===== src/rtl/adder_arbiter_if.sv =====
// Request, shared-adder and response signals of adder_arbiter.
// slave = arbiter side, master = requesters + adder + response sink.
interface adder_arbiter_if #(
  parameter int DATA_WIDTH = 3,
  parameter int NUM_REQ    = 4
);
  localparam int ID_WIDTH = $clog2(NUM_REQ);

  logic [NUM_REQ-1:0]            req_valid;
  logic [NUM_REQ-1:0]            req_ready;
  logic [NUM_REQ*DATA_WIDTH-1:0] req_a;
  logic [NUM_REQ*DATA_WIDTH-1:0] req_b;

  logic [DATA_WIDTH-1:0]         adder_a;
  logic [DATA_WIDTH-1:0]         adder_b;
  logic [DATA_WIDTH-1:0]         adder_result;

  logic                          rsp_valid;
  logic                          rsp_ready;
  logic [ID_WIDTH-1:0]           rsp_id;
  logic [DATA_WIDTH-1:0]         rsp_data;

  modport slave (
    input  req_valid,
    input  req_a,
    input  req_b,
    input  adder_result,
    input  rsp_ready,
    output req_ready,
    output adder_a,
    output adder_b,
    output rsp_valid,
    output rsp_id,
    output rsp_data
  );

  modport master (
    output req_valid,
    output req_a,
    output req_b,
    output adder_result,
    output rsp_ready,
    input  req_ready,
    input  adder_a,
    input  adder_b,
    input  rsp_valid,
    input  rsp_id,
    input  rsp_data
  );
endinterface


===== src/rtl/adder_arbiter.sv =====
// Round-robin sharing of one registered adder among NUM_REQ requesters.
// Define ADDER_ARBITER_FORMAL_EN to compile in the formal properties.
module adder_arbiter #(
  parameter int DATA_WIDTH = 3,
  parameter int NUM_REQ    = 4
) (
  input logic          clk,
  input logic          reset,
  adder_arbiter_if.slave bus
);
  localparam int ID_WIDTH = $clog2(NUM_REQ);

  localparam logic [1:0] IDLE  = 2'd0;
  localparam logic [1:0] ISSUE = 2'd1;
  localparam logic [1:0] RESP  = 2'd2;

  logic [1:0]            state;
  logic [ID_WIDTH-1:0]   ptr;
  logic [ID_WIDTH-1:0]   gnt;
  logic [ID_WIDTH-1:0]   ptr_nxt;
  logic                  gnt_vld;
  logic [NUM_REQ-1:0]    ready;
  logic                  req_hs;
  logic                  rsp_hs;

  logic [DATA_WIDTH-1:0] sel_a;
  logic [DATA_WIDTH-1:0] sel_b;
  logic [DATA_WIDTH-1:0] add_a_q;
  logic [DATA_WIDTH-1:0] add_b_q;
  logic                  rsp_valid_q;
  logic [ID_WIDTH-1:0]   rsp_id_q;
  logic [DATA_WIDTH-1:0] rsp_q;
  logic                  rsp_first;
  logic [DATA_WIDTH-1:0] rsp_data;

  // Scan from ptr upward; descending loop so the nearest index wins.
  always_comb begin
    gnt     = '0;
    gnt_vld = 1'b0;
    for (int k = NUM_REQ - 1; k >= 0; k--) begin
      if (bus.req_valid[(int'(ptr) + k) % NUM_REQ]) begin
        gnt     = ID_WIDTH'((int'(ptr) + k) % NUM_REQ);
        gnt_vld = 1'b1;
      end
    end
  end

  always_comb begin
    ready = '0;
    if (!reset && state == IDLE && gnt_vld)
      ready[gnt] = 1'b1;
  end

  assign ptr_nxt = (int'(gnt) == NUM_REQ - 1) ? '0 : gnt + 1'b1;
  assign sel_a   = bus.req_a[int'(gnt)*DATA_WIDTH +: DATA_WIDTH];
  assign sel_b   = bus.req_b[int'(gnt)*DATA_WIDTH +: DATA_WIDTH];
  assign req_hs  = |(bus.req_valid & ready);
  assign rsp_hs  = rsp_valid_q && bus.rsp_ready;

  always_ff @(posedge clk) begin
    if (reset) begin
      state       <= IDLE;
      ptr         <= '0;
      add_a_q     <= '0;
      add_b_q     <= '0;
      rsp_valid_q <= 1'b0;
      rsp_id_q    <= '0;
      rsp_q       <= '0;
      rsp_first   <= 1'b0;
    end else begin
      rsp_first <= 1'b0;
      unique case (state)
        IDLE: begin
          if (req_hs) begin
            add_a_q  <= sel_a;
            add_b_q  <= sel_b;
            rsp_id_q <= gnt;
            ptr      <= ptr_nxt;
            state    <= ISSUE;
          end
        end
        ISSUE: begin
          rsp_valid_q <= 1'b1;
          rsp_first   <= 1'b1;
          state       <= RESP;
        end
        RESP: begin
          rsp_q <= rsp_data;
          if (rsp_hs) begin
            rsp_valid_q <= 1'b0;
            state       <= IDLE;
          end
        end
        default: state <= IDLE;
      endcase
    end
  end

  // First RESP cycle forwards the fresh adder output; later cycles hold it.
  assign rsp_data = rsp_first ? bus.adder_result : rsp_q;

  assign bus.req_ready = ready;
  assign bus.adder_a   = add_a_q;
  assign bus.adder_b   = add_b_q;
  assign bus.rsp_valid = rsp_valid_q;
  assign bus.rsp_id    = rsp_id_q;
  assign bus.rsp_data  = rsp_data;

`ifdef ADDER_ARBITER_FORMAL_EN
  logic                  f_past_valid;
  logic                  f_busy;
  logic [DATA_WIDTH-1:0] f_a;
  logic [DATA_WIDTH-1:0] f_b;
  logic [3:0]            f_wait [NUM_REQ];

  always_ff @(posedge clk) begin
    if (reset) begin
      f_past_valid <= 1'b1;
      f_busy       <= 1'b0;
      f_a          <= '0;
      f_b          <= '0;
    end else begin
      if (req_hs) begin
        f_busy <= 1'b1;
        f_a    <= sel_a;
        f_b    <= sel_b;
      end else if (rsp_hs) begin
        f_busy <= 1'b0;
      end
    end
  end

  // Operations served to others while requester i kept waiting.
  for (genvar i = 0; i < NUM_REQ; i++) begin : g_fair
    always_ff @(posedge clk) begin
      if (reset || (req_hs && int'(gnt) == i) || !bus.req_valid[i])
        f_wait[i] <= '0;
      else if (req_hs && f_wait[i] != 4'hf)
        f_wait[i] <= f_wait[i] + 4'd1;
    end

    a_fair: assert property (@(posedge clk) disable iff (reset)
      f_past_valid |-> int'(f_wait[i]) < NUM_REQ);
  end

  a_onehot: assert property (@(posedge clk)
    $onehot0(bus.req_ready));

  a_sum: assert property (@(posedge clk) disable iff (reset)
    f_past_valid && rsp_first
      |-> rsp_data == DATA_WIDTH'(f_a + f_b));

  a_stable: assert property (@(posedge clk) disable iff (reset)
    f_past_valid && rsp_valid_q && !bus.rsp_ready
      |=> rsp_valid_q && $stable(rsp_id_q) && $stable(rsp_data));

  a_no_orphan: assert property (@(posedge clk) disable iff (reset)
    f_past_valid && rsp_valid_q |-> f_busy);

  a_reset: assert property (@(posedge clk)
    f_past_valid && $past(reset)
      |-> state == IDLE && ptr == '0 && !rsp_valid_q
          && rsp_id_q == '0 && rsp_data == '0
          && add_a_q == '0 && add_b_q == '0);
`else
  // Formal properties compiled out.
`endif
endmodule

===== src/flat_wrapper.sv =====
// flat-port wrapper written by rule: the top's interface ports become plain ports
module adder_arbiter_flat 
#(
  parameter int DATA_WIDTH = 3,
  parameter int NUM_REQ    = 4
)
  (clk, reset, bus_req_valid, bus_req_a, bus_req_b, bus_adder_result, bus_rsp_ready, bus_req_ready, bus_adder_a, bus_adder_b, bus_rsp_valid, bus_rsp_id, bus_rsp_data);
  adder_arbiter_if #(.DATA_WIDTH(DATA_WIDTH), .NUM_REQ(NUM_REQ)) bus_i ();
  input logic clk;
  input logic reset;
  input wire logic [$bits(bus_i.req_valid)-1:0] bus_req_valid;
  input wire logic [$bits(bus_i.req_a)-1:0] bus_req_a;
  input wire logic [$bits(bus_i.req_b)-1:0] bus_req_b;
  input wire logic [$bits(bus_i.adder_result)-1:0] bus_adder_result;
  input wire logic [$bits(bus_i.rsp_ready)-1:0] bus_rsp_ready;
  output wire logic [$bits(bus_i.req_ready)-1:0] bus_req_ready;
  output wire logic [$bits(bus_i.adder_a)-1:0] bus_adder_a;
  output wire logic [$bits(bus_i.adder_b)-1:0] bus_adder_b;
  output wire logic [$bits(bus_i.rsp_valid)-1:0] bus_rsp_valid;
  output wire logic [$bits(bus_i.rsp_id)-1:0] bus_rsp_id;
  output wire logic [$bits(bus_i.rsp_data)-1:0] bus_rsp_data;
  assign bus_i.req_valid = bus_req_valid;
  assign bus_i.req_a = bus_req_a;
  assign bus_i.req_b = bus_req_b;
  assign bus_i.adder_result = bus_adder_result;
  assign bus_i.rsp_ready = bus_rsp_ready;
  assign bus_req_ready = bus_i.req_ready;
  assign bus_adder_a = bus_i.adder_a;
  assign bus_adder_b = bus_i.adder_b;
  assign bus_rsp_valid = bus_i.rsp_valid;
  assign bus_rsp_id = bus_i.rsp_id;
  assign bus_rsp_data = bus_i.rsp_data;
  adder_arbiter #(.DATA_WIDTH(DATA_WIDTH), .NUM_REQ(NUM_REQ)) u_core (.clk(clk), .reset(reset), .bus(bus_i));
endmodule

===== config.mk =====
export PLATFORM = sky130hd
export DESIGN_NAME = adder_arbiter_flat
export DESIGN_NICKNAME = d
export VERILOG_FILES = /design/src/rtl/adder_arbiter_if.sv /design/src/rtl/adder_arbiter.sv /design/src/flat_wrapper.sv
export SDC_FILE = /design/constraint.sdc
export NUM_CORES = 1
export LEC_CHECK = 0
export BUFFER_PORTS_ARGS = -buffer_cell sky130_fd_sc_hd__buf_2
export CAP_MARGIN = 40
export CORE_ASPECT_RATIO = 0.9
export CORE_MARGIN = 4
export CORE_UTILIZATION = 48
export DETAILED_ROUTE_END_ITERATION = 7
export GPL_TIMING_DRIVEN = 0
export PLACE_DENSITY = 0.8
export SYNTH_ARGS = -nofsm -noshare
export SYNTH_HDL_FRONTEND = slang
export SYNTH_SLANG_ARGS = --single-unit
export TNS_END_PERCENT = 30

===== constraint.sdc =====
create_clock -name clk -period 3.6 [get_ports clk]
set_input_delay 0.72 -clock clk [delete_from_list [all_inputs] [get_ports clk]]
set_output_delay 0.72 -clock clk [all_outputs]
set_load 0.005 [all_outputs]

# After elaboration in Yosys (flattened, before gate mapping)
# Index checks and enable logic that the tools add are counted.
[totals] romBits=0 in_bits=34 wordCells=74 register_bits=17 memories=0 output_inout_bits=16 ram_bits=0 latch_bits=0
[classes] reduce_logical=14 eq_ne=5 magnitude_cmp=6 shift=2 div_mod_pow=0 muxes=30 bitwise_logic=4 add_sub_neg=4 n_mul=1
[ops] op="$shiftx 12x32->3" n=2
[ops] op="$mux 1" n=14
[ops] op="$mux 2" n=7
[ops] op="$lt 3x4->1 const B" n=3
[ops] op="$bmux 1 s2" n=4
[ops] op="$lt 2x3->1 const B" n=2
[ops] op="$pmux 2 s3" n=1
[ops] op="$reduce_and 2->1" n=3
[ops] op="$reduce_or 2->1" n=3
[ops] op="$add 2x1->2 const B" n=2
[ops] op="$add 2x2->2 const B" n=2
[ops] op="$and 4x4->4" n=1
[ops] op="$eq 2x1->1 const B" n=2
[ops] op="$logic_and 1x1->1" n=4
[ops] op="$mul 2x2->4 const B" n=1
[ops] op="$mux 4" n=1
[ops] op="$ne 2x1->1 const B" n=2
[ops] op="$reduce_or 4->1" n=1
[ops] op="$and 1x1->1 const A" n=3
[ops] op="$mux 3" n=1
[ops] op="$demux 1 s2" n=1
[ops] op="$eq 2x2->1 const B" n=1
[ops] op="$ge 2x1->1 const B" n=1
[ops] op="$logic_not 2->1" n=1
[ops] op="3 further kinds" n=3

# Logic depth before layout (Yosys ltp)
# Gate-level depths: netlist of run 1.
[depth] depth_word=19 mapped_depth=12 ltp_nobuf=9

# Worst setup path after synthesis of run 1
# Ideal clock, no wire load.
[synth_path] kind="input to output" startpoint="in bus_req_valid[0]" endpoint="out bus_req_ready[3]" arrival_time_ns=1.909 path_buffers=2 slack_ns=0.971 cell_stages=8 required_ns=2.880 cell_sequence="a21oi_1 -> o21ai_0 -> o2bb2a_1 -> buf_2 -> buf_1 -> ha_1 -> inv_1 -> nor2_1"
[synth_via] elab_chain_cells=12 elab_cells_between_ends=26 classes_between="order compare: 2; mux: 22; reduce/logical: 2"
[synth_rtl] element="from (decl)" line="flat_wrapper.sv:11" source="input wire logic [$bits(bus_i.req_valid)-1:0] bus_req_valid;"
[synth_rtl] element="$bmux 1 s2" line="adder_arbiter.sv:41" source="if (bus.req_valid[(int'(ptr) + k) % NUM_REQ]) begin"
[synth_rtl] element="$mux 1 (implied by the code) (2 in series)" line="adder_arbiter.sv:41"
[synth_rtl] element="$mux 2 (4 in series)" line="adder_arbiter.sv:41"
[synth_rtl] element="$lt 2x3->1 (implied by the code) or $ge 2x1->1 (tied branches)" line="adder_arbiter.sv:51" source="ready[gnt] = 1'b1;"
[synth_rtl] element="$logic_and 1x1->1 (implied by the code)" line="adder_arbiter.sv:51"
[synth_rtl] element="$mux 1 (implied by the code)" line="adder_arbiter.sv:51"
[synth_rtl] element="$demux 1 s2"
[synth_rtl] element="$mux 4 *" line="adder_arbiter.sv:50" source="if (!reset && state == IDLE && gnt_vld)"
[synth_rtl] element="to (decl)" line="flat_wrapper.sv:16" source="output wire logic [$bits(bus_i.req_ready)-1:0] bus_req_ready;"
# Mark *: on every way between the ends. The rest lies on a longest branch, timed or not. The select of a mux whose other input is x is not followed.

# Final worst setup path of run 1
# Ends and elaborated chain as after synthesis.

==> results of run 1 <==
## layout make-up
type                       count  area (um^2)
multi-input combinational     95        589.3
sequential                    17        340.3
clock buffer                   4        26.28
inverter                       4        27.53
timing repair buffer          48        240.2
buffer                         9        55.05
tap                           25        31.28
fill                         181        641.9
## kinds of logic after synthesis
logic type               share of synthesized area, %
multiplexers                                    9.271
adder cells (fa/ha/maj)                         1.236
AO/OA/AOI/OAI                                   14.22
buffers and inverters                           8.158
flip-flops                                      33.62
AND/OR/NAND/NOR                                 33.50
## power by group
group	switching [mW]	leakage (nW)	internal, mW	total [mW]
logic	0.110	0.476	0.110	0.220
registers	0.0166	0.140	0.218	0.235
clock network	0.0603	0.0150	0.0431	0.103
total	0.187	0.631	0.371	0.558
## tightest hold or removal path, stage by stage, from the launching register on
cell and delay [ps]:
dfxtp_1 320, nor2_1 90, nor3_1 50
## per-layer routing
layer | wire, um | vias to the layer above | global-route usage, %
li1 | - | 530 | -
met1 | 1144 | 472 | 21.71
met2 | 1097 | 31 | 30.54
met3 | 161 | 2 | 5.955
met4 | 17 | 0 | 5.534
met5 | 0 | - | 0
## registers in the layout, summed over array words and instances (netlist names)
name / count
u_core.bus.rsp_valid: 1
u_core.rsp_first: 1
u_core.ptr: 2
u_core.bus.rsp_id: 2
u_core.state: 2
u_core.bus.adder_a: 3
u_core.bus.adder_b: 3
u_core.rsp_q: 3
## Yosys cell counts (all sizes together), types with 4 or more instances
cell type and n:
nand2 26, dfxtp 17, nor2 14, a31o 6, buf 6, mux2i 6
nand3 6, nand3b 6, nor3b 6, nor3 5, a21oi 4
## metrics by stage
step	cells	setup slack [ps]	power (mW)	hold slack, ps
5_1_grt	202	309.4	0.5985	539.0
3_5_place_dp	198	483.9	0.4600	477.1
3_3_place_gp	198	505.0	0.4560	476.7
2_1_floorplan	125	971.3	0.3861	456.1
6_report	202	497.5	0.5581	494.5
4_1_cts	202	496.6	0.5619	493.8
## worst paths after layout
check                               to  slack (ps)  cells after the start
setup / recovery      bus_req_ready[3]         500                     10
hold reg to reg   u_core.bus.rsp_id[1]         490                      2
setup reg to reg         u_core.ptr[1]         940                     12
hold / removal    u_core.bus.rsp_id[1]         490                      2
==> results.yml, run 1 <==
clock_network:
  cts_buffers: 3
  clock_latency_ps: 290
  cts_buffer_depth: 2
  cts_resized: 0
  root_buffer: "clkbuf_4"
  htree_levels: 1
  clkTransAtPathRegs_ps: 90
  postCtsHoldBufs: 0
  cts_tree: "done"
  clock-sinks: 17
  cts_setup_buffers: 0
logic_synthesis:
  synth_top_cell_area_share_pct: 33.62
  syn_nets: 160
  avgSynthCellArea_um2: 8.098
  synth-edff-count: 0
  synth.cell_area_mm2: 0.001012
  ys_ff_latch: 17
  synth_ff_type: "dfxtp_1"
  netlist-cell-type-count: 30
  synth_warnings: 0
  synth_seq_area_share_pct: 33.62
  synth.area.top_cells: "dfxtp_1, nand2_1, mux2i_1"
  yosysTopAreaCell: "dfxtp_1"
  synthArstFlopShare_pct: 0
  synthCells: 125
grt:
  antenna_found_initial: 0
  grt_pass1_wl_um: 4112
  grt_max_degree: 11
  grt_pass1_vias: 977
  grt_util_all_layers_pct: 17.99
  grt_overflow: 0
routing:
  vias: 1035
  ant_nets: 0
  drt_iter0_markers: 30
  wl_per_cell_um: 11.98
  viasPerCell: 5.124
  route.detailed.drc: 0
  finalWirelength_um: 2420
  firstDrtPassIters: 4
power_and_ir_drop:
  cellPowerDensity_mw_per_mm2: 426.1
  p_leak_nw: 0.6311
  ir_worst_vdd_mv: 0.3626
placement:
  gp_congestion: 0.7125
  dp_hpwl_um: 1893
  place_area_mm2: 0.001284
  portBuffers: 48
job:
  cap_violations: 0
finish:
  syn_to_final_growth_pct: 29.42
  antenna_cells: 0
  final_cell_area_mm2: 0.001310
  final_nets: 213
  layout_commonest_cell: "buf_2"
  final_core_util_pct: 67.12
  final_layout_size_suffix_gt1_share_pct: 38.98
  final_cell_mix: "buf_2, nand2_1, dfxtp_1"
sta:
  min_period_ps: 3102
  setup_violations: 0
  finClkSkew_ps: 4.607
  max_slew_margin_pct: 64.32
  finalSetupTns_ps: 0
  final_max_slew_viol_count: 0
  worst_slew_pin_slew_ps: 533.3
  final-hold-violation-count: 0
  timing.fmax_mhz: 322.3
  rsz0062_at_grt: "no"
  fin_crit_sh_pct: 86.18
worst_setup_path:
  cp.arrival_ps: 2380
  end_kind: "primary output"
  critPathRequiredTime_ps: 2880
  cp_top_family: "buffers and inverters"
  crit_buf_inv: 5
  max_stage_delay_ps: 360
  slowest_stage: "buf_1"
  worstSetupPathType: "primary input to primary output"
  crit_fanout: 10
  crit_path_start: "bus_req_valid[0]"
  path_cells: "buf_2 > a21oi_1 > o21ai_0 > o2bb2a_1 > buf_2 > buf_1 > ha_1 > inv_1 > nor2_1 > buf_2"
  worstReg2RegStart: "u_core.ptr[1]"
  worstSetupStartpointType: "primary input"
  crit_top_cell: "buf_2"
die:
  die-area_mm2: 0.002909
  io_pins: 50
  design.core.area_mm2: 0.001952
  row_count: 15
  die_w_um: 56.41
  die_h_um: 51.57
  start_util_pct: 51.86
min_path:
  hold_path_class: "register to register"
  hold_start: "u_core.bus.rsp_id[1]"
status:
  outcome: "finished clean"
No activity file was read; power rests on OpenSTA's default activity.
==> inputs of run 2 (changes only) <==
--- a/config.mk
+++ b/config.mk
@@ -5,9 +5,10 @@
 export SDC_FILE = /design/constraint.sdc
 export NUM_CORES = 1
 export LEC_CHECK = 0
+export ABC_AREA = 0
 export BUFFER_PORTS_ARGS = -buffer_cell sky130_fd_sc_hd__buf_2
 export CAP_MARGIN = 40
-export CORE_ASPECT_RATIO = 0.9
+export CORE_ASPECT_RATIO = 1.2
 export CORE_MARGIN = 4
 export CORE_UTILIZATION = 48
 export DETAILED_ROUTE_END_ITERATION = 7
==> results.yml, run 2 (synthesized netlist as in run 1, its figures left out) <==
sta:
  min_period_ps: 3131
  finalSetupTns_ps: 0
  rsz0062_at_grt: "no"
  holdWs_ps: 499.9
  fin_crit_sh_pct: 86.98
  timing.fmax_mhz: 319.3
  setup_violations: 0
  final-hold-violation-count: 0
  finClkSkew_ps: 7.986
  final_max_slew_viol_count: 0
  worst_slack_ps: 468.5
  worst_slew_pin_slew_ps: 497.6
  max_slew_margin_pct: 66.71
placement:
  placed_cells: 192
  preCtsSetupSlack_ps: 454.8
  gp_congestion: 0.7159
  portBuffers: 48
  dp_hpwl_um: 1908
  place_area_mm2: 0.001276
power_and_ir_drop:
  ir_worst_vdd_mv: 0.2970
  cellPowerDensity_mw_per_mm2: 427.3
  p_leak_nw: 0.6338
  power_mw: 0.5570
finish:
  stdcell_count: 196
  fill_cells: 165
  final_core_util_pct: 68.10
  antenna_cells: 0
  final_cell_area_mm2: 0.001304
  final_layout_size_suffix_gt1_share_pct: 39.55
  syn_to_final_growth_pct: 28.80
  multiInputGateArea_um2: 589.3
  final_cell_mix: "buf_2, nand2_1, dfxtp_1"
  layout.area.seq_um2: 340.3
  final_nets: 213
  layout_commonest_cell: "buf_2"
worst_setup_path:
  worstSetupStartpointType: "primary input"
  end_kind: "primary output"
  cp.arrival_ps: 2410
  critPathRequiredTime_ps: 2880
  worstSetupPathType: "primary input to primary output"
  reg2reg_slack_ps: 940
  crit_fanout: 10
routing:
  finalWirelength_um: 2404
  viasPerCell: 5.270
  route.detailed.drc: 0
  drt_iter0_markers: 18
  wl_per_cell_um: 12.27
  ant_nets: 0
  firstDrtPassIters: 4
  vias: 1033
clock_network:
  cts_tree: "done"
  clkTransAtPathRegs_ps: 100
  cts_buffer_depth: 2
  clock-sinks: 17
  cts_setup_buffers: 0
  clock_latency_ps: 280
  htree_levels: 1
  root_buffer: "clkbuf_4"
  postCtsHoldBufs: 0
  cts_resized: 0
  cts_buffers: 3
grt:
  grt_pass1_wl_um: 3815
  grt_util_all_layers_pct: 16.13
  grt_pass1_vias: 927
  antenna_found_initial: 0
  grt_overflow: 0
  grt_max_degree: 11
die:
  die-area_mm2: 0.002911
  start_util_pct: 52.88
  row_count: 17
  die_h_um: 58.31
  io_pins: 50
  die_w_um: 49.92
  design.core.area_mm2: 0.001914
min_path:
  hold_path_class: "register to register"
job:
  cap_violations: 0
status:
  outcome: "finished clean"
[run 2: changes by cell type in the layout (fill, tap and decap cells not counted), sizes merged]
cell    previous run  this run
clkinv             1         2
clkbuf             7         6
[run 2: final cells by class]
| cell class | count | share of cell area [%] |
|---|---|---|
| sequential | 17 | 26.10 |
| multi-input combinational | 95 | 45.20 |
| clock buffer | 3 | 1.727 |
| clock inverter | 1 | 0.3839 |
| buffer | 9 | 4.223 |
| tap | 19 | 1.823 |
| timing repair buffer | 48 | 18.43 |
| inverter | 4 | 2.111 |
[run 2: per-layer routing]
layer,global-route usage (%),wire [um]
met1,17.95,991
met2,31.38,1221
met3,2.785,167
met4,3.953,23
met5,0,0
[run 2: worst paths after layout]
kind / depth (start not counted) / to / start
max: 10 / bus_req_ready[3] / bus_req_valid[0]
min: 2 / u_core.rsp_q[1] / u_core.rsp_q[1]
max reg2reg: 12 / u_core.ptr[1] / u_core.ptr[1]
min reg2reg: 2 / u_core.rsp_q[1] / u_core.rsp_q[1]
[run 2: report_power, final]
part / total, mW / internal [mW] / switching (mW)
clock: 0.101 / 0.0411 / 0.0595
combinational: 0.220 / 0.110 / 0.110
sequential: 0.236 / 0.218 / 0.0176
[run 2: worst max-delay path: stages]
cell and delay, ps:
buf_2 140, a21oi_1 140, o21ai_0 80, o2bb2a_1 220
buf_2 190, buf_1 360, ha_1 270, inv_1 50
nor2_1 110, buf_2 130
==> inputs of run 3 (changes only) <==
--- a/config.mk
+++ b/config.mk
@@ -8,12 +8,14 @@
 export ABC_AREA = 0
 export BUFFER_PORTS_ARGS = -buffer_cell sky130_fd_sc_hd__buf_2
 export CAP_MARGIN = 40
+export CELL_PAD_IN_SITES_DETAIL_PLACEMENT = 0
+export CELL_PAD_IN_SITES_GLOBAL_PLACEMENT = 2
 export CORE_ASPECT_RATIO = 1.2
 export CORE_MARGIN = 4
-export CORE_UTILIZATION = 48
+export CORE_UTILIZATION = 26
 export DETAILED_ROUTE_END_ITERATION = 7
 export GPL_TIMING_DRIVEN = 0
-export PLACE_DENSITY = 0.8
+export PLACE_DENSITY = 0.81
 export SYNTH_ARGS = -nofsm -noshare
 export SYNTH_HDL_FRONTEND = slang
 export SYNTH_SLANG_ARGS = --single-unit
==> results.yml, run 3 (synthesized netlist as in run 1, its figures left out) <==
finish:
  syn_to_final_growth_pct: 34.73
  antenna_cells: 0
  layout_commonest_cell: "buf_2"
  final_layout_size_suffix_gt1_share_pct: 39.55
  final_nets: 213
  stdcell_count: 229
  fill_cells: 409
  final_cell_mix: "buf_2, nand2_1, dfxtp_1"
clock_network:
  clock-sinks: 17
  clkTransAtPathRegs_ps: 60
  cts_resized: 0
  cts_buffers: 3
  cts_tree: "done"
  clock_latency_ps: 250
  cts_setup_buffers: 0
  root_buffer: "clkbuf_8"
  postCtsHoldBufs: 0
  cts_buffer_depth: 2
  htree_levels: 1
power_and_ir_drop:
  ir_worst_vdd_mv: 0.2213
  cellPowerDensity_mw_per_mm2: 440.0
  p_leak_nw: 0.6416
die:
  die_h_um: 76.35
  start_util_pct: 27.41
  die-area_mm2: 0.004960
  design.core.area_mm2: 0.003694
  row_count: 24
  io_pins: 50
  die_w_um: 64.96
sta:
  finClkSkew_ps: 1.088
  min_period_ps: 3161
  rsz0062_at_grt: "no"
  fin_crit_sh_pct: 87.80
  max_slew_margin_pct: 66.03
  worst_slew_pin_slew_ps: 507.7
  final_max_slew_viol_count: 0
  finalSetupTns_ps: 0
  final-hold-violation-count: 0
  worst_slack_ps: 439.2
  setup_violations: 0
  timing.fmax_mhz: 316.4
routing:
  wl_per_cell_um: 11.97
  viasPerCell: 4.415
  firstDrtPassIters: 4
  route.detailed.drc: 0
  drt_iter0_markers: 40
  finalWirelength_um: 2741
  vias: 1011
  ant_nets: 0
worst_setup_path:
  reg2reg_depth: 12
  critPathRequiredTime_ps: 2880
  reg2reg_slack_ps: 940
  worstSetupStartpointType: "primary input"
  end_kind: "primary output"
  crit_fanout: 10
  worstSetupPathType: "primary input to primary output"
  cp.arrival_ps: 2440
grt:
  grt_overflow: 0
  antenna_found_initial: 0
  grt_pass1_wl_um: 4533
  grt_util_all_layers_pct: 11.46
  grt_pass1_vias: 992
  grt_max_degree: 11
placement:
  placed_cells: 225
  dp_hpwl_um: 2132
  preCtsSetupSlack_ps: 410.6
  gp_congestion: 0.7302
  portBuffers: 48
status:
  outcome: "finished clean"
job:
  cap_violations: 0
min_path:
  min_path_cells: 2
  hold_path_class: "register to register"
run 3: cell counts in the layout (fill, tap and decap cells not counted):
No cell type changed its count.
run 3: through the flow:
step	total power, mW	cell area (um^2)	hold WS [ps]	utilization, %
2_1_floorplan	0.3861	1012	456.1	-
3_3_place_gp	0.4635	1318	473.0	35.67
3_5_place_dp	0.4659	1318	480.5	35.67
4_1_cts	0.6083	1364	498.7	36.92
5_1_grt	0.6469	1364	511.7	36.92
6_report	0.6000	1364	494.6	36.92
run 3: per-layer routing:
layer | part of all wire [%] | global-route usage [%] | vias up | routed length [um]
met4 | 0.84 | 2.537 | 0 | 23
li1 | - | - | 532 | -
met5 | 0 | 0 | - | 0
met2 | 46 | 18.94 | 43 | 1270
met1 | 42 | 13.53 | 434 | 1161
met3 | 10 | 5.015 | 2 | 286
run 3: area by class of cell:
cell class | instances | area (um^2) | area share (%)
multi-input combinational | 95 | 589.3 | 43.21
sequential | 17 | 340.3 | 24.95
timing repair buffer | 48 | 240.2 | 17.61
tap | 52 | 65.06 | 4.771
buffer | 9 | 55.05 | 4.037
clock buffer | 3 | 41.29 | 3.028
inverter | 4 | 27.53 | 2.018
clock inverter | 1 | 5.005 | 0.3670
run 3: where the power goes:
| group | switching (mW) | internal, mW |
|---|---|---|
| Sequential | 0.0179 | 0.219 |
| Combinational | 0.113 | 0.110 |
| Clock | 0.0637 | 0.0767 |
run 3: worst paths after layout:
check / startpoint / to
worst max register to register: u_core.ptr[1] / u_core.ptr[1]
worst min register to register: u_core.rsp_q[0] / u_core.rsp_q[0]
worst min-delay path: u_core.rsp_q[0] / u_core.rsp_q[0]
worst max-delay path: bus_req_valid[0] / bus_req_ready[3]
run 3: worst max-delay path, stage by stage:
cell      delay [ps]
buf_2            140
a21oi_1          140
o21ai_0           70
o2bb2a_1         210
buf_2            200
buf_1            380
ha_1             280
inv_1             50
nor2_1           110
buf_2            130
